**src/rtl/vector_pkg.sv**
```systemverilog
// vector_pkg: display-list word layout, opcodes and reader FSM states shared by the vector front end.
package vector_pkg;
  localparam int COORD_W = 12;
  localparam int OP_MSB = 31;
  localparam int OP_LSB = 30;
  localparam int Y_MSB = 23;
  localparam int Y_LSB = 12;
  localparam int X_MSB = 11;
  localparam int X_LSB = 0;
  typedef enum logic [1:0] {
    OP_JUMP = 2'b00,
    OP_DRAW = 2'b01,
    OP_END  = 2'b10,
    OP_NOP  = 2'b11
  } opcode_t;
  typedef enum logic [2:0] {IDLE, FETCH, WAIT, ISSUE, HOLD} state_t;
endpackage

```
**src/rtl/dl_word_decode.sv**
```systemverilog
// dl_word_decode: splits a 32-bit display-list word into opcode and x/y coordinates.
module dl_word_decode
  import vector_pkg::*;
(
  input  logic [31:0]        word,
  output opcode_t            op,
  output logic [COORD_W-1:0] x,
  output logic [COORD_W-1:0] y,
  output logic               is_cmd
);
  logic unused_rsvd;
  assign op          = opcode_t'(word[OP_MSB:OP_LSB]);
  assign y           = word[Y_MSB:Y_LSB];
  assign x           = word[X_MSB:X_LSB];
  assign is_cmd      = (op == OP_JUMP) || (op == OP_DRAW);
  assign unused_rsvd = ^word[29:24];
endmodule

```
**src/rtl/display_list_reader.sv**
```systemverilog
// display_list_reader: walks a display list in RAM and issues jump/draw commands to the vector control block.
// Define AUTO_REFRESH_EN to loop back to the list base on END instead of returning to IDLE.
module display_list_reader
  import vector_pkg::*;
#(
  parameter int ADDR_W  = 10,
  parameter int MEM_LAT = 1,
  parameter int HOLDOFF = 2
) (
  input  logic               clk,
  input  logic               reset_n,
  input  logic               start,
  input  logic               stop,
  input  logic [ADDR_W-1:0]  list_base,
  output logic [ADDR_W-1:0]  mem_addr,
  output logic               mem_rd,
  input  logic [31:0]        mem_data,
  input  logic               ctl_ready,
  output logic [COORD_W-1:0] x,
  output logic [COORD_W-1:0] y,
  output logic               jump,
  output logic               draw,
  output logic               busy,
  output logic               frame_done,
  output logic               err_overrun
);
  localparam int HOLD_W = 8;
  state_t              state_q, state_d;
  logic [ADDR_W-1:0]   addr_q, addr_d, base_q, base_d;
  logic [1:0]          lat_q, lat_d;
  logic [HOLD_W-1:0]   hold_q, hold_d;
  logic [31:0]         word_q, word_d;
  logic [COORD_W-1:0]  x_q, x_d, y_q, y_d;
  logic                err_q, err_d, stop_q, stop_d;
  opcode_t             op;
  logic [COORD_W-1:0]  wx, wy;
  logic                is_cmd, issue, wrapped;

  dl_word_decode u_dec (.word(word_q), .op(op), .x(wx), .y(wy), .is_cmd(is_cmd));

  assign issue       = (state_q == ISSUE) && is_cmd && ctl_ready;
  // Reaching the base again on a fetch means the whole RAM was walked with no END.
  assign wrapped     = addr_q == base_q;
  assign mem_rd      = state_q == FETCH;
  assign mem_addr    = addr_q;
  assign busy        = state_q != IDLE;
  assign jump        = issue && (op == OP_JUMP);
  assign draw        = issue && (op == OP_DRAW);
  assign frame_done  = (state_q == ISSUE) && (op == OP_END) && !stop;
  assign err_overrun = err_q;
  assign x           = x_d;
  assign y           = y_d;

  always_comb begin
    state_d = state_q;
    addr_d  = addr_q;
    base_d  = base_q;
    lat_d   = lat_q;
    hold_d  = hold_q;
    word_d  = word_q;
    err_d   = err_q;
    stop_d  = stop_q;
    x_d     = issue ? wx : x_q;
    y_d     = issue ? wy : y_q;
    case (state_q)
      IDLE: if (start && !stop) begin
        addr_d  = list_base;
        base_d  = list_base;
        err_d   = 1'b0;
        stop_d  = 1'b0;
        state_d = FETCH;
      end
      FETCH: begin
        addr_d  = addr_q + ADDR_W'(1);
        lat_d   = '0;
        state_d = stop ? IDLE : WAIT;
      end
      WAIT: if (stop) begin
        state_d = IDLE;
      end else if (lat_q == 2'(MEM_LAT - 1)) begin
        word_d  = mem_data;
        state_d = ISSUE;
      end else begin
        lat_d = lat_q + 2'd1;
      end
      ISSUE: if (issue) begin
        hold_d  = HOLD_W'(HOLDOFF);
        state_d = stop ? IDLE : HOLD;
      end else if (stop) begin
        state_d = IDLE;
      end else if (op == OP_END) begin
`ifdef AUTO_REFRESH_EN
        addr_d  = base_q;
        state_d = FETCH;
`else
        state_d = IDLE;
`endif
      end else if (op == OP_NOP) begin
        err_d   = err_q | wrapped;
        state_d = wrapped ? IDLE : FETCH;
      end
      HOLD: begin
        hold_d = hold_q - HOLD_W'(1);
        stop_d = stop_q | stop;
        if (hold_q <= HOLD_W'(1)) begin
          err_d   = err_q | (wrapped && !(stop_q || stop));
          state_d = (stop_q || stop || wrapped) ? IDLE : FETCH;
        end
      end
      default: state_d = IDLE;
    endcase
  end

  always_ff @(posedge clk or negedge reset_n) begin
    if (!reset_n) begin
      state_q <= IDLE;
      addr_q  <= '0;
      base_q  <= '0;
      lat_q   <= '0;
      hold_q  <= '0;
      word_q  <= '0;
      x_q     <= '0;
      y_q     <= '0;
      err_q   <= 1'b0;
      stop_q  <= 1'b0;
    end else begin
      state_q <= state_d;
      addr_q  <= addr_d;
      base_q  <= base_d;
      lat_q   <= lat_d;
      hold_q  <= hold_d;
      word_q  <= word_d;
      x_q     <= x_d;
      y_q     <= y_d;
      err_q   <= err_d;
      stop_q  <= stop_d;
    end
  end
endmodule
```
**config.mk**
```make
export PLATFORM = sky130hd
export DESIGN_NAME = display_list_reader
export DESIGN_NICKNAME = d
export VERILOG_FILES = /design/src/rtl/vector_pkg.sv /design/src/rtl/dl_word_decode.sv /design/src/rtl/display_list_reader.sv
export SDC_FILE = /design/constraint.sdc
export NUM_CORES = 1
export LEC_CHECK = 0
export CELL_PAD_IN_SITES_DETAIL_PLACEMENT = 1
export CELL_PAD_IN_SITES_GLOBAL_PLACEMENT = 1
export CORE_ASPECT_RATIO = 0.5
export CORE_UTILIZATION = 38
export CTS_CLUSTER_SIZE = 30
export DETAILED_ROUTE_END_ITERATION = 16
export GPL_ROUTABILITY_DRIVEN = 0
export PLACE_DENSITY = 0.82
export SYNTH_ARGS = -nofsm -noshare
export SYNTH_HDL_FRONTEND = slang
export SYNTH_SLANG_ARGS = --single-unit
```
**constraint.sdc**
```tcl
create_clock -name clk -period 2.75 [get_ports clk]
set_input_delay 0.275 -clock clk [delete_from_list [all_inputs] [get_ports clk]]
set_output_delay 0.275 -clock clk [all_outputs]
set_load 0.02 [all_outputs]
```
# After elaboration in Yosys (flattened, before gate mapping)
# Cells that the tools add are included.
# W data, S select, Z words.
[totals] register_bits=91 in_bits=47 out_inout_bits=40 elab_cells=97
[classes] n_addsub=3 order_cmp=1 n_eq_ne=19 n_mux=30 bitwise_logic=4 n_reduce_logical=30
[op_table] op="$mux W3" count=9
[op_table] op="$mux W12" count=2
[op_table] op="$pmux W10 S2" count=1
[op_table] op="$ne A2 B2 Y1 const B" count=8
[op_table] op="$pmux W8 S2" count=1
[op_table] op="$pmux W3 S5" count=1
[op_table] op="$add A10 B1 Y10 const B" count=1
[op_table] op="$eq A10 B10 Y1" count=1
[op_table] op="$mux W10" count=1
[op_table] op="$le A8 B1 Y1 const B" count=1
[op_table] op="$logic_and A1 B1 Y1" count=8
[op_table] op="$mux W1" count=8
[op_table] op="$mux W8" count=1
[op_table] op="$reduce_and A2 Y1" count=4
[op_table] op="$reduce_bool A2 Y1" count=4
[op_table] op="$sub A8 B1 Y8 const B" count=1
[op_table] op="$reduce_and A7 Y1" count=1
[op_table] op="$eq A3 B2 Y1 const B" count=2
[op_table] op="$mux W2" count=3
[op_table] op="$reduce_and A3 Y1" count=2
[op_table] op="$reduce_bool A3 Y1" count=2
[op_table] op="$ne A5 B3 Y1 const B" count=1
[op_table] op="$eq A2 B2 Y1 const B" count=2
[op_table] op="$logic_not A2 Y1" count=2
[op_table] op="other kinds (15)" count=20

# Longest topological paths before layout
# Gate-level depths: netlist of the first run.
[logic_depth] word_depth=7 depth_mapped=7 mapped_depth_nobuf=6

# Cells and area by module
# A second synthesis of the first run with hierarchy kept.
[hier_totals] cells_unflattened=410 area_unflattened_um2=4241.6
[modules_own_cells] mod="display_list_reader" n_inst=1 cells_per_inst=383 area_per_inst_um2=4042.6 seq_area_each_um2=2277.2
[modules_own_cells] mod="dl_word_decode" n_inst=1 cells_per_inst=27 area_per_inst_um2=198.9 seq_area_each_um2=0.0

# Least setup slack after synthesis of the first run
# OpenSTA, ideal clock, no wires.
[synth_path] path_kind="register to output" startpoint="register state_q[1]" endpoint="output port draw" t_arrival_ns=1.663 required_ns=2.475 path_slack_ns=0.812 stages_incl_launch_ff=7 n_path_buf=3 cell_sequence="dfrtp_1 > buf_4 > nand2_1 > or3b_2 > buf_1 > clkbuf_1 > nor2_1"
[synth_via] elab_chain_len=4
[synth_rtl] element="start: declaration" line="display_list_reader.sv:28" rtl="state_t state_q, state_d;"
[synth_rtl] element="start signal: assignment" line="display_list_reader.sv:127" rtl="state_q <= state_d;"
[synth_rtl] element="$eq A3 B2 Y1" line="display_list_reader.sv:41" rtl="assign issue = (state_q == ISSUE) && is_cmd && ctl_ready;"
[synth_rtl] element="$logic_and A1 B1 Y1 (2 in series)" line="display_list_reader.sv:41"
[synth_rtl] element="$logic_and A1 B1 Y1" line="display_list_reader.sv:48" rtl="assign draw = issue && (op == OP_DRAW);"
[synth_rtl] element="end: declaration" line="display_list_reader.sv:22" rtl="output logic draw,"
# No other way between the ends.

# Worst setup path in the final report of the first run
[layout_path] startpoint="register state_q[1]" endpoint="output port mem_rd"
[layout_via] elab_chain_len=1
[layout_rtl] element="$eq A3 B1 Y1" line="display_list_reader.sv:44" rtl="assign mem_rd = state_q == FETCH;"
[layout_rtl] element="end: declaration" line="display_list_reader.sv:16" rtl="output logic mem_rd,"
# No other way between the ends.

==> results_dict.tcl, run 1 <==
set metrics [dict create \
    io_buffers 80 \
    grt_antenna_before_repair 0 \
    final_nets 505 \
    arrival_ps 2240 \
    switching_share 0.361 \
    core_sq_mm 0.00960 \
    wl_per_cell_microns 15.9 \
    p_clk_frac 0.225 \
    clk_latency_ps 330 \
    detail-route-antenna-nets 0 \
    critPathMaxFanout 10 \
    syn_nets 421 \
    synth-edff-count 0 \
    layout_setup_ws_ps 237 \
    pwr-share-seq 0.396 \
    routed_wl_microns 9450 \
    clockBufferDepth 2 \
    path_class "reg2out" \
    grt_max_degree 49 \
    yosysMostFrequentCell "nand2_1" \
    period_share 0.914 \
    antenna_cells 0 \
    cp_num_cells 4 \
    critical_path.max_stage_delay_ps 610 \
    grt_pass1_vias 3115 \
    globalRouteOverflowTotal 0 \
    power.density_mw_per_mm2 1070 \
    die_x_microns 144 \
    fillCellCount 1075 \
    cpLargestDelayFamily "buffers and inverters" \
    seq_area_frac_synth 0.558 \
    p_leak_nw 2.69 \
    rsz0062_at_grt "no" \
    layout_min_cycle_time_ps 2510 \
    ys_warn_count 0 \
    drv_cap 0 \
    path_cells "buf_4 > or3b_2 > clkinv_1 > clkdlybuf4s50_1" \
    postSynth.asyncResetShare 1.00 \
    holdPathStages 2 \
    ys.flop_type "dfrtp_1" \
    crit_slowest_cell "clkdlybuf4s50_1" \
    syn_inst 370 \
    critical_path.startpoint_type "flop" \
    hpwl_microns 6480 \
    worstHoldPathType "reg2reg" \
    die_height_microns 72.8 \
    syn2layout_area_growth_pct 35.7 \
    max_freq_mhz 398 \
    synth_seq_cells 85 \
    grt_pass1_wl_microns 15100 \
    yosys-top-cells-count "nand2_1, dfrtp_1, mux2_2, nor2_1, clkbuf_1" \
    synth_cell_types 55 \
    cts_buffers 9 \
    start_util 0.397 \
    power_mw 5.51 \
    grt_util_all_layers 0.190 \
    io_pins 87 \
    rows 25 \
    yosysTopAreaCellShare 0.558 \
    clkSinkCount 85 \
    setup_viol 0 \
    worst_pin_slew_ps 642 \
    die-area_sq_mm 0.0105 \
    drive_above_1_share 0.150 \
    intPower_mw 3.52 \
    rr_worst_depth 5 \
    combPwrFrac 0.379 \
    p_sw_mw 1.99 \
    slew_viol_final 0 \
    vias 3004 \
    dr.pass1.iters 4 \
    hold_viol_final 0 \
    crit_required_ps 2480 \
    synthTopCellsByArea "dfrtp_1, nand2_1, mux2_2" \
    outcome "complete, no violations" \
    tritoncts "yes" \
    syn_area_per_cell_sq_um 10.3 \
    via_per_inst 5.06 \
    skew_ps 6.28 \
    dp_slack_ps 64.5 \
    critPathCaptureType "output port" \
    setup-tns-final_ps 0 \
    clkSlewWorstSetupHoldPaths_ps 60 \
    ir_worst_vdd_v 0.000374 \
    drt_iter0_drc 75 \
    relSlewSlack 0.572 \
    yosysTopAreaCell "dfrtp_1" \
    syn-cell-area_sq_mm 0.00381 \
    htreeDepth 3 \
    drc 0 \
    path_buf_inv 3 \
    cts_root_buffer "clkbuf_16" \
]
[state kept, by name, summed over array words and instances (netlist names)]
name         flops
stop_q           1
word_q          26
state_q          3
y_q             12
base_q          10
x_q             12
hold_q           8
lat_q            2
mem_addr        10
err_overrun      1
[power groups by stage]
stage               Clock [mW]  Sequential (mW)  Combinational, mW
floorplan                    0             2.15               1.32
global placement             0             2.17               2.05
detailed placement           0             2.20               2.13
CTS                       1.27             2.18               2.14
global route              1.33             2.25               2.29
finish                    1.24             2.18               2.09
[repair_timing]
action | 4_1_cts | 5_1_grt
hold buffers | 1 | 0
setup endpoints to repair | 0 | 24
gates resized for setup | 0 | 24
setup buffers | 0 | 0
endpoints found under the hold margin | 46 | 0
[routing by layer]
metal / track usage / wire length, microns
met5: 0 / 0
met3: 0.0466 / 279
met2: 0.360 / 4980
met4: 0.0496 / 44
met1: 0.218 / 4140
[tightest hold or removal path, cell delays in order (launching register included)]
cell and delay, ps:
dfrtp_1 320, nand2_1 40, nand2_1 70
[path summary, 6_finish.rpt]
path                       startpoint          to  slack (ps)
max in group asynchronous     reset_n  word_q[11]        1530
hold reg to reg                y_q[5]      y_q[5]         470
min in group asynchronous     reset_n      x_q[5]         510
hold / removal                 y_q[5]      y_q[5]         470
setup reg to reg           state_q[0]   hold_q[5]         700
setup / recovery           state_q[1]      mem_rd         240
[final cells by class]
type	instances	area [sq um]	share of cell area
Tap cell	135	169	0.0327
Timing Repair Buffer	93	971	0.188
Clock inverter	6	68.8	0.0133
Multi-Input combinational cell	259	1580	0.305
Clock buffer	10	239	0.0462
Sequential cell	85	2130	0.411
Inverter	6	22.5	0.00435
[through the flow]
| stage | area, sq um | hold slack [ps] | cells | utilization |
|---|---|---|---|---|
| final | 5170 | 472 | 594 | 0.539 |
| after global routing | 5170 | 495 | 594 | 0.539 |
| after CTS | 5110 | 483 | 594 | 0.532 |
| after detailed placement | 4790 | 343 | 577 | 0.499 |
| after global placement | 4790 | 338 | 577 | 0.499 |
| after floorplan | 3810 | -20.6 | 370 | - |
[cell families after synthesis]
family	after synthesis	share of synthesized area
flops	85	0.558
buf+inv	26	0.0302
xor+xnor	12	0.0276
simple gates	169	0.196
fa+ha+maj	4	0.0131
mux	30	0.0877
compound gates	44	0.0877
[cell usage in the layout (no fill, tap or decap), types with 5 or more instances in the layout]
cell type	count
a21oi_1	7
buf_4	12
clkbuf_16	9
clkdlybuf4s50_1	55
dfrtp_1	85
dlymetal6s2s_1	24
inv_1	5
mux2_2	27
nand2_1	111
nand3_1	9
nor2_1	20
o21ai_0	9
xnor2_1	8
Power figures use the tool's default switching activity.
==> run 2, diff against run 1 <==
--- a/config.mk
+++ b/config.mk
@@ -5,14 +5,12 @@
 export SDC_FILE = /design/constraint.sdc
 export NUM_CORES = 1
 export LEC_CHECK = 0
-export CELL_PAD_IN_SITES_DETAIL_PLACEMENT = 1
-export CELL_PAD_IN_SITES_GLOBAL_PLACEMENT = 1
 export CORE_ASPECT_RATIO = 0.5
-export CORE_UTILIZATION = 38
+export CORE_UTILIZATION = 50
 export CTS_CLUSTER_SIZE = 30
 export DETAILED_ROUTE_END_ITERATION = 16
 export GPL_ROUTABILITY_DRIVEN = 0
-export PLACE_DENSITY = 0.82
+export PLACE_DENSITY = 0.83
 export SYNTH_ARGS = -nofsm -noshare
 export SYNTH_HDL_FRONTEND = slang
 export SYNTH_SLANG_ARGS = --single-unit
==> run 2 against run 1 <==
Net effect: the flow now finishes with violations (design-rule violations); total power shrank 2.0%; via count fell by 3.0%; register-to-register slack got worse by 250 ps; combinational power down 5%; fmax decreased by 5.1%; clock skew shrank 2.3 ps; sequential power about the same; flip-flop and latch count did not move; critical endpoint unchanged; first-iteration DRC count rose by 140%; sequential share of layout area up 1.2 points; critical path depth is 1 lower.
==> results_dict.tcl, run 2 (same netlist as run 1, synthesis figures left out) <==
set metrics [dict create \
    io_pins 87 \
    clockBufferDepth 2 \
    critical_path.startpoint_type "flop" \
    outcome "complete, but fails checks" \
    die-area_sq_mm 0.00800 \
    rsz0062_at_grt "no" \
    grt_util_all_layers 0.210 \
    htreeDepth 3 \
    skew_ps 4.03 \
    critPathMaxFanout 15 \
    finalCoreUtilization 0.685 \
    die_x_microns 125 \
    hold_viol_final 0 \
    dpl_cell_area_sq_mm 0.00473 \
    reg2reg_from "state_q[2]" \
    dp_cells 534 \
    hpwl_microns 5240 \
    relSlewSlack 0.296 \
    syn2layout_area_growth_pct 32.0 \
    crit_slowest_cell "clkdlybuf4s50_1" \
    io_buffers 80 \
    wl_met1_microns 3600 \
    drv_cap 0 \
    tritoncts "yes" \
    violations "design-rule violations" \
    r2r-end "mem_addr[2]" \
    dr_wl_met2_microns 3650 \
    clkSinkCount 85 \
    layout_min_cycle_time_ps 2650 \
    reg_top3 "word_q: 26 flops, x_q: 12 flops, y_q: 12 flops" \
    route.top_layer_used "met4" \
    antenna_cells 0 \
    p_leak_nw 2.25 \
    cts_root_buffer "clkbuf_16" \
    via_per_inst 5.30 \
    power_mw 5.40 \
    clkSlewWorstSetupHoldPaths_ps 60 \
    dr.pass1.iters 10 \
    worstHoldPathType "in2async" \
    finalNonFillerCells 550 \
    post_cts_buffers 0 \
    setup-tns-final_ps 0 \
    regMostFlops "word_q" \
    wl_per_cell_microns 14.0 \
    grt_antenna_before_repair 0 \
    arrival_ps 2370 \
    route.met3.wl_microns 411 \
    crit_required_ps 2480 \
    cts_hold_buf 0 \
    slew_viol_final 0 \
    power.density_mw_per_mm2 1070 \
    cts_buffers 9 \
    final_nets 500 \
    final_common_cell "nand2_1" \
    drt_iter0_drc 180 \
    start_util 0.519 \
    detail-route-antenna-nets 0 \
    clk_latency_ps 330 \
    setup_viol 0 \
    grt_pass1_vias 2727 \
    globalRouteOverflowTotal 0 \
    largest_reg_flops 26 \
    core_sq_mm 0.00735 \
    max_freq_mhz 378 \
    critical_path.max_stage_delay_ps 650 \
    path_cells "or3b_2 > clkinv_1 > clkdlybuf4s50_1" \
    worst_pin_slew_ps 1060 \
    die_height_microns 63.7 \
    critPathCaptureType "output port" \
    path_class "reg2out" \
    period_share 0.963 \
    ir_worst_vdd_v 0.000533 \
    routed_wl_microns 7700 \
    vias 2915 \
    ff2ff_setup_slack_ps 450 \
    design_area_sq_mm 0.00503 \
    rows 22 \
    grt_max_degree 86 \
    drive_above_1_share 0.145 \
    rr_worst_depth 5 \
    layout_common_cells "nand2_1, dfrtp_1, clkdlybuf4s50_1, mux2_2, nor2_1" \
    drc 2 \
    grt_pass1_wl_microns 13100 \
]
-- run 2: per-layer routing --
metal,GRT usage,vias up
met5,0,-
met4,0.0457,0
met3,0.0720,4
met2,0.344,77
met1,0.272,1411
li1,-,1423
-- run 2: timing repair --
action / CTS / global route
endpoints found under the hold margin: 0 / 0
setup endpoints to repair: 0 / 6
gates resized for setup: 0 / 2
-- run 2: final cells by class --
cell class | count | area (sq um)
repair buffers | 88 | 883
clock buffers | 10 | 229
inverters | 6 | 22.5
flip-flops and latches | 85 | 2130
multi-input cells | 259 | 1580
clock inverters | 6 | 71.3
fillers | 563 | 2320
well taps | 96 | 120
-- run 2: through the flow --
stage / hold slack [ps] / setup slack [ps]
floorplan: -20.6 / 812
global placement: 453 / 118
detailed placement: 461 / 113
CTS: 171 / 62.9
global route: 216 / 5.00
finish: 121 / 103
-- run 2: worst max-delay path by stage --
| stage | startpoint | to | slack, ps | depth (start not counted) |
|---|---|---|---|---|
| floorplan | state_q[1] | draw | 810 | 6 |
| global placement | ctl_ready | draw | 120 | 6 |
| detailed placement | ctl_ready | draw | 110 | 6 |
| CTS | state_q[1] | jump | 60 | 5 |
| global route | state_q[2] | mem_rd | 5 | 3 |
| finish | state_q[2] | mem_rd | 100 | 3 |
-- run 2: critical path, delay by kind of cell, from the launching register on --
family | cells | cell delay (ps)
AND/OR/NAND/NOR | 1 | 640
buffers and inverters | 2 | 870
flip-flops | 1 | 540
-- run 2: power by group --
part | switching [mW] | internal [mW] | total (mW)
clock | 0.489 | 0.711 | 1.20
sequential | 0.443 | 1.77 | 2.21
combinational | 0.979 | 1.01 | 1.99
total | 1.91 | 3.49 | 5.40
==> run 3, diff against run 2 <==
--- a/config.mk
+++ b/config.mk
@@ -10,6 +10,7 @@
 export CTS_CLUSTER_SIZE = 30
 export DETAILED_ROUTE_END_ITERATION = 16
 export GPL_ROUTABILITY_DRIVEN = 0
+export HOLD_SLACK_MARGIN = 0.1
 export PLACE_DENSITY = 0.83
 export SYNTH_ARGS = -nofsm -noshare
 export SYNTH_HDL_FRONTEND = slang
==> results of run 3 <==
No change in the layout: final DEF, timing and power equal those of run 2.
